### src/rtl/image_lcd_blit_pkg.sv
// Shared constants, LCD command codes, FSM state type and the RGB888 -> RGB565 packer
// used by the image-to-lcd blitter.
package image_lcd_blit_pkg;

    localparam int WIDTH     = 10;
    localparam int HEIGHT    = 10;
    localparam int WIDTH_W   = 4;
    localparam int HEIGHT_W  = 4;
    localparam int C0_W      = 8;
    localparam int C1_W      = 8;
    localparam int C2_W      = 8;
    localparam int DATA_W    = C0_W + C1_W + C2_W;
    localparam int COORD_W   = 9;
    localparam int CMD_W     = 3;
    localparam int PIXEL_W   = 16;
    localparam int PANEL_W   = 480;
    localparam int PANEL_H   = 320;
    localparam int SCALE_W   = 3;
    localparam int EXT_W     = COORD_W + 4;

    localparam logic [CMD_W-1:0] LCD_COMMAND_NONE       = 3'd0;
    localparam logic [CMD_W-1:0] LCD_COMMAND_WRITE_RECT = 3'd2;

    typedef enum logic [1:0] {
        ST_IDLE,
        ST_CMD,
        ST_STREAM,
        ST_DONE
    } blit_state_e;

    // Keeps the top bits of each component: R[7:3], G[7:2], B[7:3].
    function automatic logic [PIXEL_W-1:0] rgb888_to_565(input logic [DATA_W-1:0] c);
        return {c[23:19], c[15:10], c[7:3]};
    endfunction

endpackage

### src/rtl/image_lcd_blit_if.sv
// LCD-side bundle of the blitter: command/rect setup plus the valid/ready pixel stream.
interface image_lcd_blit_if;
    import image_lcd_blit_pkg::*;

    logic [CMD_W-1:0]   command;
    logic               lcd_ready;
    logic [COORD_W-1:0] rect_x0;
    logic [COORD_W-1:0] rect_x1;
    logic [COORD_W-1:0] rect_y0;
    logic [COORD_W-1:0] rect_y1;
    logic [PIXEL_W-1:0] rect_pixel_write;
    logic               rect_pixel_write_valid;
    logic               rect_pixel_write_ready;

    modport master (
        output command, rect_x0, rect_x1, rect_y0, rect_y1,
        output rect_pixel_write, rect_pixel_write_valid,
        input  lcd_ready, rect_pixel_write_ready
    );

    modport slave (
        input  command, rect_x0, rect_x1, rect_y0, rect_y1,
        input  rect_pixel_write, rect_pixel_write_valid,
        output lcd_ready, rect_pixel_write_ready
    );

endinterface

### src/rtl/image_lcd_pixel_fifo.sv
// Two-entry skid FIFO for RGB565 pixels; the writer only pushes when it has reserved room.
module image_lcd_pixel_fifo
    import image_lcd_blit_pkg::*;
(
    input  logic               clock,
    input  logic               reset,
    input  logic               in_valid_i,
    input  logic [PIXEL_W-1:0] in_data_i,
    input  logic               out_ready_i,
    output logic               out_valid_o,
    output logic [PIXEL_W-1:0] out_data_o,
    output logic [1:0]         count_o
);

    logic [PIXEL_W-1:0] head_q;
    logic [PIXEL_W-1:0] tail_q;
    logic [1:0]         count_q;
    logic [1:0]         count_d;
    logic               pop;

    assign pop     = out_ready_i && (count_q != 2'd0);
    assign count_d = count_q + 2'(in_valid_i) - 2'(pop);

    always_ff @(posedge clock or negedge reset) begin
        if (!reset) begin
            count_q <= 2'd0;
        end else begin
            count_q <= count_d;
        end
    end

    // Payload registers carry no reset; count_q alone decides what is valid.
    always_ff @(posedge clock) begin
        if (pop) begin
            if (count_q == 2'd2) begin
                head_q <= tail_q;
                if (in_valid_i) tail_q <= in_data_i;
            end else if (in_valid_i) begin
                head_q <= in_data_i;
            end
        end else if (in_valid_i) begin
            if (count_q == 2'd0) head_q <= in_data_i;
            else                 tail_q <= in_data_i;
        end
    end

    assign out_valid_o = (count_q != 2'd0);
    assign out_data_o  = head_q;
    assign count_o     = count_q;

endmodule

### src/rtl/image_lcd_blit.sv
// Blits the stored RGB888 image into the lcd WRITE_RECT stream as RGB565, replicating each
// source pixel scale x scale times at a chosen panel origin.
module image_lcd_blit
    import image_lcd_blit_pkg::*;
(
    input  logic                clock,
    input  logic                reset,
    input  logic                start,
    input  logic [COORD_W-1:0]  origin_x,
    input  logic [COORD_W-1:0]  origin_y,
    input  logic [SCALE_W-1:0]  scale,
    output logic                busy,
    output logic                done,
    output logic                error,
    output logic [WIDTH_W-1:0]  buffer_out_x,
    output logic [HEIGHT_W-1:0] buffer_out_y,
    input  logic [DATA_W-1:0]   buffer_out_data,
    image_lcd_blit_if.master    lcd
);

    blit_state_e        state_q, state_d;
    logic [SCALE_W-1:0] s_in, smax_q, sx_q, sy_q;
    logic [COORD_W-1:0] x0_q, x1_q, y0_q, y1_q;
    logic [WIDTH_W-1:0] ax_q;
    logic [HEIGHT_W-1:0] ay_q;
    logic               pend_q, reads_done_q, rej_q;
    logic [EXT_W-1:0]   x1_ext, y1_ext;
    logic               reject, accept_start, issue, pop, last_read, last_accept;
    logic [1:0]         fifo_count;
    logic [2:0]         occupancy;
    logic [PIXEL_W-1:0] pixel_in;

    assign s_in   = (scale == '0) ? SCALE_W'(1) : scale;
    assign x1_ext = EXT_W'(origin_x) + EXT_W'(WIDTH) * EXT_W'(s_in) - EXT_W'(1);
    assign y1_ext = EXT_W'(origin_y) + EXT_W'(HEIGHT) * EXT_W'(s_in) - EXT_W'(1);
    assign reject = (x1_ext >= EXT_W'(PANEL_W)) || (y1_ext >= EXT_W'(PANEL_H));
    assign accept_start = (state_q == ST_IDLE) && start;

    // A read may only issue if FIFO plus the in-flight word still leaves a free slot.
    assign pop       = lcd.rect_pixel_write_valid && lcd.rect_pixel_write_ready;
    assign occupancy = 3'(fifo_count) + 3'(pend_q) - 3'(pop);
    assign issue     = (state_q == ST_STREAM) && !reads_done_q && (occupancy < 3'd2);

    assign last_read = (sx_q == smax_q) && (ax_q == WIDTH_W'(WIDTH - 1)) &&
                       (sy_q == smax_q) && (ay_q == HEIGHT_W'(HEIGHT - 1));
    assign last_accept = (state_q == ST_STREAM) && pop && reads_done_q && !pend_q &&
                         (fifo_count == 2'd1);

    always_comb begin
        state_d     = state_q;
        lcd.command = LCD_COMMAND_NONE;
        case (state_q)
            ST_IDLE:   if (start && !reject) state_d = ST_CMD;
            ST_CMD: begin
                if (lcd.lcd_ready) begin
                    lcd.command = LCD_COMMAND_WRITE_RECT;
                    state_d     = ST_STREAM;
                end
            end
            ST_STREAM: if (last_accept) state_d = ST_DONE;
            ST_DONE:   state_d = ST_IDLE;
            default:   state_d = ST_IDLE;
        endcase
    end

    always_ff @(posedge clock or negedge reset) begin
        if (!reset) begin
            state_q      <= ST_IDLE;
            rej_q        <= 1'b0;
            pend_q       <= 1'b0;
            reads_done_q <= 1'b0;
            x0_q         <= '0;
            x1_q         <= '0;
            y0_q         <= '0;
            y1_q         <= '0;
            smax_q       <= '0;
            sx_q         <= '0;
            sy_q         <= '0;
            ax_q         <= '0;
            ay_q         <= '0;
        end else begin
            state_q <= state_d;
            rej_q   <= accept_start && reject;
            pend_q  <= issue;
            if (accept_start && !reject) begin
                x0_q         <= origin_x;
                y0_q         <= origin_y;
                x1_q         <= x1_ext[COORD_W-1:0];
                y1_q         <= y1_ext[COORD_W-1:0];
                smax_q       <= s_in - SCALE_W'(1);
                sx_q         <= '0;
                sy_q         <= '0;
                ax_q         <= '0;
                ay_q         <= '0;
                reads_done_q <= 1'b0;
            end else if (issue) begin
                // Replication counters: sub_x innermost, then image x, sub_y, image y.
                if (last_read) reads_done_q <= 1'b1;
                if (sx_q != smax_q) begin
                    sx_q <= sx_q + SCALE_W'(1);
                end else begin
                    sx_q <= '0;
                    if (ax_q != WIDTH_W'(WIDTH - 1)) begin
                        ax_q <= ax_q + WIDTH_W'(1);
                    end else begin
                        ax_q <= '0;
                        if (sy_q != smax_q) begin
                            sy_q <= sy_q + SCALE_W'(1);
                        end else begin
                            sy_q <= '0;
                            ay_q <= (ay_q == HEIGHT_W'(HEIGHT - 1)) ? '0 : ay_q + HEIGHT_W'(1);
                        end
                    end
                end
            end
        end
    end

    assign pixel_in = rgb888_to_565(buffer_out_data);

    image_lcd_pixel_fifo u_fifo (
        .clock       (clock),
        .reset       (reset),
        .in_valid_i  (pend_q),
        .in_data_i   (pixel_in),
        .out_ready_i (lcd.rect_pixel_write_ready),
        .out_valid_o (lcd.rect_pixel_write_valid),
        .out_data_o  (lcd.rect_pixel_write),
        .count_o     (fifo_count)
    );

    assign lcd.rect_x0   = x0_q;
    assign lcd.rect_x1   = x1_q;
    assign lcd.rect_y0   = y0_q;
    assign lcd.rect_y1   = y1_q;
    assign buffer_out_x  = ax_q;
    assign buffer_out_y  = ay_q;
    assign busy          = (state_q == ST_CMD) || (state_q == ST_STREAM);
    assign done          = (state_q == ST_DONE) || rej_q;
    assign error         = rej_q;

endmodule

### src/flat_wrapper.sv
// flat-port wrapper written by rule: the top's interface ports become plain ports
module image_lcd_blit_flat import image_lcd_blit_pkg::*;
  (clock, reset, start, origin_x, origin_y, scale, busy, done, error, buffer_out_x, buffer_out_y, buffer_out_data, lcd_command, lcd_rect_x0, lcd_rect_x1, lcd_rect_y0, lcd_rect_y1, lcd_rect_pixel_write, lcd_rect_pixel_write_valid, lcd_lcd_ready, lcd_rect_pixel_write_ready);
  image_lcd_blit_if lcd_i ();
  input  logic clock;
  input  logic reset;
  input  logic start;
  input  logic [COORD_W-1:0] origin_x;
  input  logic [COORD_W-1:0] origin_y;
  input  logic [SCALE_W-1:0] scale;
  output logic busy;
  output logic done;
  output logic error;
  output logic [WIDTH_W-1:0] buffer_out_x;
  output logic [HEIGHT_W-1:0] buffer_out_y;
  input  logic [DATA_W-1:0] buffer_out_data;
  output wire logic [$bits(lcd_i.command)-1:0] lcd_command;
  output wire logic [$bits(lcd_i.rect_x0)-1:0] lcd_rect_x0;
  output wire logic [$bits(lcd_i.rect_x1)-1:0] lcd_rect_x1;
  output wire logic [$bits(lcd_i.rect_y0)-1:0] lcd_rect_y0;
  output wire logic [$bits(lcd_i.rect_y1)-1:0] lcd_rect_y1;
  output wire logic [$bits(lcd_i.rect_pixel_write)-1:0] lcd_rect_pixel_write;
  output wire logic [$bits(lcd_i.rect_pixel_write_valid)-1:0] lcd_rect_pixel_write_valid;
  input wire logic [$bits(lcd_i.lcd_ready)-1:0] lcd_lcd_ready;
  input wire logic [$bits(lcd_i.rect_pixel_write_ready)-1:0] lcd_rect_pixel_write_ready;
  assign lcd_command = lcd_i.command;
  assign lcd_rect_x0 = lcd_i.rect_x0;
  assign lcd_rect_x1 = lcd_i.rect_x1;
  assign lcd_rect_y0 = lcd_i.rect_y0;
  assign lcd_rect_y1 = lcd_i.rect_y1;
  assign lcd_rect_pixel_write = lcd_i.rect_pixel_write;
  assign lcd_rect_pixel_write_valid = lcd_i.rect_pixel_write_valid;
  assign lcd_i.lcd_ready = lcd_lcd_ready;
  assign lcd_i.rect_pixel_write_ready = lcd_rect_pixel_write_ready;
  image_lcd_blit u_core (.clock(clock), .reset(reset), .start(start), .origin_x(origin_x), .origin_y(origin_y), .scale(scale), .busy(busy), .done(done), .error(error), .buffer_out_x(buffer_out_x), .buffer_out_y(buffer_out_y), .buffer_out_data(buffer_out_data), .lcd(lcd_i));
endmodule
### config.mk
export PLATFORM = sky130hd
export DESIGN_NAME = image_lcd_blit_flat
export DESIGN_NICKNAME = d
export VERILOG_FILES = /design/src/rtl/image_lcd_blit_pkg.sv /design/src/rtl/image_lcd_blit_if.sv /design/src/rtl/image_lcd_pixel_fifo.sv /design/src/rtl/image_lcd_blit.sv /design/src/flat_wrapper.sv
export SDC_FILE = /design/constraint.sdc
export NUM_CORES = 1
export LEC_CHECK = 0
export ABC_CLOCK_PERIOD_IN_PS = 4600
export CAP_MARGIN = 5
export CORE_MARGIN = 3
export CORE_UTILIZATION = 40
export CTS_BUF_LIST = sky130_fd_sc_hd__clkbuf_8
export CTS_CLUSTER_DIAMETER = 120
export CTS_CLUSTER_SIZE = 24
export DETAILED_ROUTE_END_ITERATION = 16
export PLACE_DENSITY_LB_ADDON = 0.1
export SYNTH_ARGS = -nofsm -noshare
export SYNTH_HDL_FRONTEND = slang
export SYNTH_SLANG_ARGS = --single-unit
### constraint.sdc
create_clock -name clock -period 4.6 [get_ports clock]
set_clock_uncertainty 0.2 [all_clocks]
set_input_delay 0.46 -clock clock [delete_from_list [all_inputs] [get_ports clock]]
set_output_delay 0.46 -clock clock [all_outputs]
set_load 0.02 [all_outputs]
Word-level counts from Yosys, hierarchy flattened
Cells that the tools add are included.
Widths: inputs -> output; s select.
{"block": "classes", "n_mux": 37, "reduce_logical": 36, "order_cmp": 3, "n_eq_ne": 20, "multipliers": 1, "n_addsub": 13}
{"cell": "$mux 16", "count": 9}
{"cell": "$mux 4", "count": 10}
{"cell": "$mux 3", "count": 9}
{"cell": "$ge 13x9->1 const B", "count": 2}
{"cell": "$sub 13x1->13 const B", "count": 2}
{"cell": "$add 9x7->10", "count": 2}
{"cell": "$logic_and 1x1->1", "count": 14}
{"cell": "$reduce_and 3->1", "count": 4}
{"cell": "$reduce_bool 2->1", "count": 6}
{"cell": "$mux 2", "count": 5}
{"cell": "$ne 2x1->1 const B", "count": 5}
{"cell": "$add 4x1->4 const B", "count": 2}
{"cell": "$eq 4x4->1 const B", "count": 2}
{"cell": "$pmux 2 s4", "count": 1}
{"cell": "$add 3x1->3 const B", "count": 2}
{"cell": "$eq 2x2->1 const B", "count": 3}
{"cell": "$eq 3x3->1", "count": 2}
{"cell": "$mul 3x3->6 const A", "count": 1}
{"cell": "$ne 2x2->1 const B", "count": 3}
{"cell": "$ne 3x3->1", "count": 2}
{"cell": "$eq 2x1->1 const B", "count": 2}
{"cell": "$logic_not 2->1", "count": 2}
{"cell": "$ne 4x4->1 const B", "count": 1}
{"cell": "$reduce_and 2->1", "count": 2}
{"cell": "other kinds (11)", "count": 17}
{"block": "word_totals", "reg_bits": 92, "word_cells": 126, "in_bits": 50, "out_inout_bits": 67}

Logic depth before layout (Yosys ltp)
{"block": "depth", "depth_word": 11, "mapped_depth": 17, "mapped_depth_nobuf": 17}

Modules after synthesis
From an unflattened synthesis, not the netlist that was laid out.
{"block": "hier_totals", "cells_unflattened": 456, "hier_area_um2": 5240.0}
{"module": "image_lcd_blit", "area_each_um2": 3913.8, "seq_area_each_um2": 1451.4, "cells_per_inst": 393, "instances": 1}
{"module": "image_lcd_pixel_fifo", "area_each_um2": 1326.3, "seq_area_each_um2": 1011.0, "cells_per_inst": 63, "instances": 1}

Least setup slack after synthesis
OpenSTA, ideal clock, no wires.
{"block": "synth_path", "kind": "input -> register", "startpoint": "input port scale[1]", "endpoint": "register u_core.y1_q[0] (netlist: u_core.lcd.rect_y1[0])", "t_arrival_ns": 3.788, "t_required_ns": 4.272, "slack_ns": 0.484, "setup_time_ns": 0.128, "n_path_buf": 2, "cell_stages": 15, "path_cell_list": "buf_6 inv_1 nor2_1 ha_1 ha_1 nor3_1 or4b_1 or3_1 nand2_1 o41ai_1 a311o_1 nor3_4 nand3_4 buf_6 mux2_1"}
{"block": "synth_via", "elab_chain_cells": 9, "word_cells_on_any_way": 12, "cone_classes": "4 x add/sub; 1 x mul; 2 x order compare; 1 x mux; 4 x reduce/logical"}
{"item": "start: declaration", "line_no": "flat_wrapper.sv:10", "text": "input logic [SCALE_W-1:0] scale;"}
{"item": "$logic_not 3->1", "line_no": "image_lcd_blit.sv:33", "text": "assign s_in = (scale == '0) ? SCALE_W'(1) : scale;"}
{"item": "$mux 3 *", "line_no": "image_lcd_blit.sv:33"}
{"item": "$mul 3x3->6 *", "line_no": "image_lcd_blit.sv:34, image_lcd_blit.sv:35"}
{"item": "$add 9x7->10 (on tied branches)", "line_no": "image_lcd_blit.sv:34, image_lcd_blit.sv:35"}
{"item": "$sub 13x1->13 (on tied branches)", "line_no": "image_lcd_blit.sv:34, image_lcd_blit.sv:35"}
{"item": "$ge 13x9->1", "line_no": "image_lcd_blit.sv:36", "text": "assign reject = (x1_ext >= EXT_W'(PANEL_W)) || (y1_ext >= EXT_W'(PANEL_H));"}
{"item": "$logic_or 1x1->1 *", "line_no": "image_lcd_blit.sv:36"}
{"item": "$logic_not 1->1 *", "line_no": "image_lcd_blit.sv:85", "text": "if (accept_start && !reject) begin"}
{"item": "$logic_and 1x1->1 *", "line_no": "image_lcd_blit.sv:85"}
{"item": "end signal: assignment", "line_no": "image_lcd_blit.sv:89", "text": "y1_q <= y1_ext[COORD_W-1:0];"}
{"item": "end: declaration", "line_no": "image_lcd_blit.sv:23", "text": "logic [COORD_W-1:0] x0_q, x1_q, y0_q, y1_q;"}
Every way passes the cells marked *; elsewhere a longest branch is shown, timed or not.
A chain may end at the register's enable or synchronous reset.

Worst setup path after layout
{"block": "layout_path", "startpoint": "input port scale[0]", "endpoint": "register u_core.state_q[1]"}
{"block": "layout_via", "elab_chain_cells": 11, "word_cells_on_any_way": 14, "cone_classes": "4 x add/sub; 1 x mul; 2 x order compare; 1 x eq/ne; 1 x mux; 5 x reduce/logical"}
{"item": "$logic_not 3->1", "line_no": "image_lcd_blit.sv:33"}
{"item": "$mux 3 *", "line_no": "image_lcd_blit.sv:33"}
{"item": "$mul 3x3->6 *", "line_no": "image_lcd_blit.sv:34, image_lcd_blit.sv:35"}
{"item": "$add 9x7->10 (on tied branches)", "line_no": "image_lcd_blit.sv:34, image_lcd_blit.sv:35"}
{"item": "$sub 13x1->13 (on tied branches)", "line_no": "image_lcd_blit.sv:34, image_lcd_blit.sv:35"}
{"item": "$ge 13x9->1", "line_no": "image_lcd_blit.sv:36"}
{"item": "$logic_or 1x1->1 *", "line_no": "image_lcd_blit.sv:36"}
{"item": "$logic_not 1->1 *", "line_no": "image_lcd_blit.sv:53", "text": "ST_IDLE: if (start && !reject) state_d = ST_CMD;"}
{"item": "$logic_and 1x1->1 *", "line_no": "image_lcd_blit.sv:53"}
{"item": "$ne 2x2->1 (no line) *"}
{"item": "$reduce_and 3->1 (no line) *"}
{"item": "end signal: assignment", "line_no": "image_lcd_blit.sv:82", "text": "state_q <= state_d;"}
{"item": "end: declaration", "line_no": "image_lcd_blit.sv:21", "text": "blit_state_e state_q, state_d;"}
Marks and branches as above.

==> flow_metrics.env <==
export IMPL_antenna_found_initial=0
export IMPL_finalSetupTns_ns=0
export IMPL_grt_max_degree=61
export IMPL_r2r_setup_slack_ns=0.64
export IMPL_clock_latency_ns=0.38
export IMPL_endpoint_kind="flop"
export IMPL_fmax_ghz=0.238
export IMPL_grt_pass1_wl_mm=19.7
export IMPL_static_leakage_power_nw=3.10
export IMPL_final_period_utilization=0.912
export IMPL_die_w_um=121
export IMPL_clkTransAtPathRegs_ns=0.11
export IMPL_ys_flop_type="dfrtp_1"
export IMPL_synth_most_common_cell="dfrtp_1"
export IMPL_worst_pin_slew_ns=0.784
export IMPL_rsz0062_at_grt="no"
export IMPL_dpl_hpwl_mm=8.95
export IMPL_row_count=41
export IMPL_diodes=0
export IMPL_cts_hold_buf=0
export IMPL_gp_congestion=0.857
export IMPL_maxCapViolations=0
export IMPL_areaGrowthSynthToFinish_pct=33.6
export IMPL_die_y_um=121
export IMPL_ff2ff_path_depth=16
export IMPL_drtPass1Iterations=4
export IMPL_synth_top_area_frac=0.282
export IMPL_synth_edf_count=32
export IMPL_avgSynthCellArea_um2=11.4
export IMPL_synth_commonest_cells="60 x dfrtp_1, 32 x edfxtp_1, 29 x ha_1, 29 x inv_1, 29 x nor2_1"
export IMPL_drive_above_1_share=0.206
export IMPL_via_count=4056
export IMPL_core_area_mm2=0.0128
export IMPL_cts_path_max_buffers=2
export IMPL_wl_per_cell_um=14.8
export IMPL_finalWirelength_mm=11.8
export IMPL_final_net_count=701
export IMPL_yosys_warnings=0
export IMPL_slew_viol_final=0
export IMPL_synth_seq_cells=92
export IMPL_finalCriticalPeriod_ns=4.19
export IMPL_power_density_mw_per_mm2=514
export IMPL_cts_tree="built"
export IMPL_port_buffers=106
export IMPL_status="complete, no violations"
export IMPL_drc_errors=0
export IMPL_ys_seq_area_frac=0.463
export IMPL_ant_nets=0
export IMPL_numCtsBuffers=9
export IMPL_htreeDepth=3
export IMPL_required_ns=4.67
export IMPL_ir_worst_vdd_v=0.000320
export IMPL_fin_cells=798
export IMPL_track_usage=0.167
export IMPL_synthArstFlopShare=0.652
export IMPL_cp_arrival_ns=4.27
export IMPL_die_area_mm2=0.0147
export IMPL_yosysTopAreaCell="dfrtp_1"
export IMPL_grt_ovfl_total=0
export IMPL_routed_via_density=5.08
export IMPL_cts_resized=0
export IMPL_grt_pass1_vias=4036
export IMPL_drt_iter0_drc=199
export IMPL_io_pins=117
export IMPL_crit_fanout=3
export IMPL_r2r_start="u_core.u_fifo.count_o[1]$_DFF_PN0_"
export IMPL_startpoint_type="input port"
export IMPL_clock_sinks=92
export IMPL_cp_startpoint="scale[0]"
export IMPL_initial_utilization=0.415
export IMPL_finalHoldViolations=0
export IMPL_syn_inst=467
export IMPL_crit_end="u_core.state_q[1]$_DFFE_PN0P_"
export IMPL_synth_distinct_cells=66
export IMPL_syn_cell_area_mm2=0.00532
export IMPL_hp_class="in -> async"
export IMPL_slew_headroom=0.477
export IMPL_ys_top_cells_by_area="dfrtp_1 28%, edfxtp_1 18%, mux2_4 7.3%"
export IMPL_worstSetupPathType="in -> reg"
export IMPL_post_cts_buffers=0
export IMPL_dpl_cell_count=782
export IMPL_rr_endpoint="u_core.buffer_out_y[2]$_DFFE_PN0P_"
export IMPL_root_buffer="clkbuf_8"
export IMPL_setup_viol=0
per-layer routing:
layer | part of all wire | GRT usage | vias up
met5 | 0 | 0 | -
met4 | 0.013 | 0.0539 | 0
met3 | 0.044 | 0.0392 | 13
met2 | 0.48 | 0.270 | 90
met1 | 0.47 | 0.222 | 1938
li1 | - | - | 2015
area by class of cell:
class                   instances  area [um^2]
well taps                     172          215
multi-input cells             334         2660
clock buffers                   9          124
flip-flops and latches         92         2460
clock inverters                 7         68.8
inverters                      29          109
fillers                      1165         5720
repair buffers                155         1460
cell usage in the layout, fill, tap and decap left out, drive strengths merged, types with 5 or more instances in the layout:
cell type / synthesis / routed
or2: 5 / 5
a211oi: 5 / 5
a21o: 5 / 5
dfrtp: 60 / 60
nand3: 13 / 13
nor2b: 5 / 5
mux2i: 7 / 7
a31oi: 8 / 8
inv: 29 / 33
edfxtp: 32 / 32
xor2: 12 / 12
clkbuf: 6 / 9
a21oi: 25 / 25
buf: 7 / 50
ha: 29 / 29
nor2: 29 / 29
clkdlybuf4s50: 0 / 105
xnor2: 15 / 15
nand2: 20 / 20
and2: 7 / 7
mux2: 51 / 51
nor3: 17 / 17
o21ai: 20 / 20
worst max-delay path, cell delays in order:
cell and delay [ns]:
clkdlybuf4s50_1 0.50, nand2_1 0.11, nor2_1 0.10, ha_1 0.26, ha_1 0.31, nor3_1 0.05, or4b_1 0.55, or3_1 0.37
nor4bb_1 0.17, a32oi_1 0.23, a21oi_1 0.15, o41a_1 0.48, nor2_1 0.18, mux2_2 0.35
metrics by stage:
stage	cell area (um^2)	hold WS [ns]	util	power (mW)	worst slack, ns
finish	7100	0.0348	0.554	3.65	0.406
CTS	7100	0.0548	0.554	3.71	0.388
global route	7100	0.0805	0.554	3.90	0.0400
global placement	6910	0.280	0.539	3.11	0.0279
detailed placement	6910	0.281	0.539	3.14	-0.0164
floorplan	5320	-0.0356	-	2.38	0.484
worst min path at each step:
stage | end | slack [ns] | cells after the start
2_1_floorplan | u_core.buffer_out_x[0]$_DFFE_PN0P_ | -0.04 | 0
3_3_place_gp | u_core.lcd.rect_y1[0]$_DFFE_PN0N_ | 0.28 | 1
3_5_place_dp | u_core.lcd.rect_y1[0]$_DFFE_PN0N_ | 0.28 | 1
4_1_cts | u_core.lcd.rect_y1[1]$_DFFE_PN0N_ | 0.05 | 2
5_1_grt | u_core.lcd.rect_x0[3]$_DFFE_PN0N_ | 0.08 | 2
6_report | u_core.lcd.rect_x0[3]$_DFFE_PN0N_ | 0.03 | 2
report_power, final:
group / internal [mW] / switching, mW
sequential: 1.14 / 0.161
clock: 0.212 / 0.335
combinational: 0.945 / 0.860
total: 2.29 / 1.36
cell families (layout without fill, tap and decap cells):
kind of cell,Yosys count,count (layout),synth area share
AO/OA/AOI/OAI,94,94,0.118
flip-flops,92,92,0.463
multiplexers,58,58,0.139
AND/OR/NAND/NOR,121,121,0.122
buffers and inverters,42,200,0.0369
adder cells (fa/ha/maj),32,32,0.0762
XOR/XNOR,27,27,0.0445
other,1,2,0.000705
flip-flops by register name, summed over array words and instances, names as in the netlist:
name and cells:
u_core.lcd.rect_x0 9, u_core.buffer_out_y 4, u_core.lcd.rect_y0 9, u_core.pend_q 1, u_core.buffer_out_x 4, u_core.state_q 2, u_core.reads_done_q 1, u_core.u_fifo.out_data_o 16
u_core.lcd.rect_x1 9, u_core.error 1, u_core.u_fifo.count_o 2, u_core.sx_q 3, u_core.sy_q 3, u_core.lcd.rect_y1 9, u_core.smax_q 3, u_core.u_fifo.tail_q 16
Note: power is estimated with default switching activity, not from simulation.
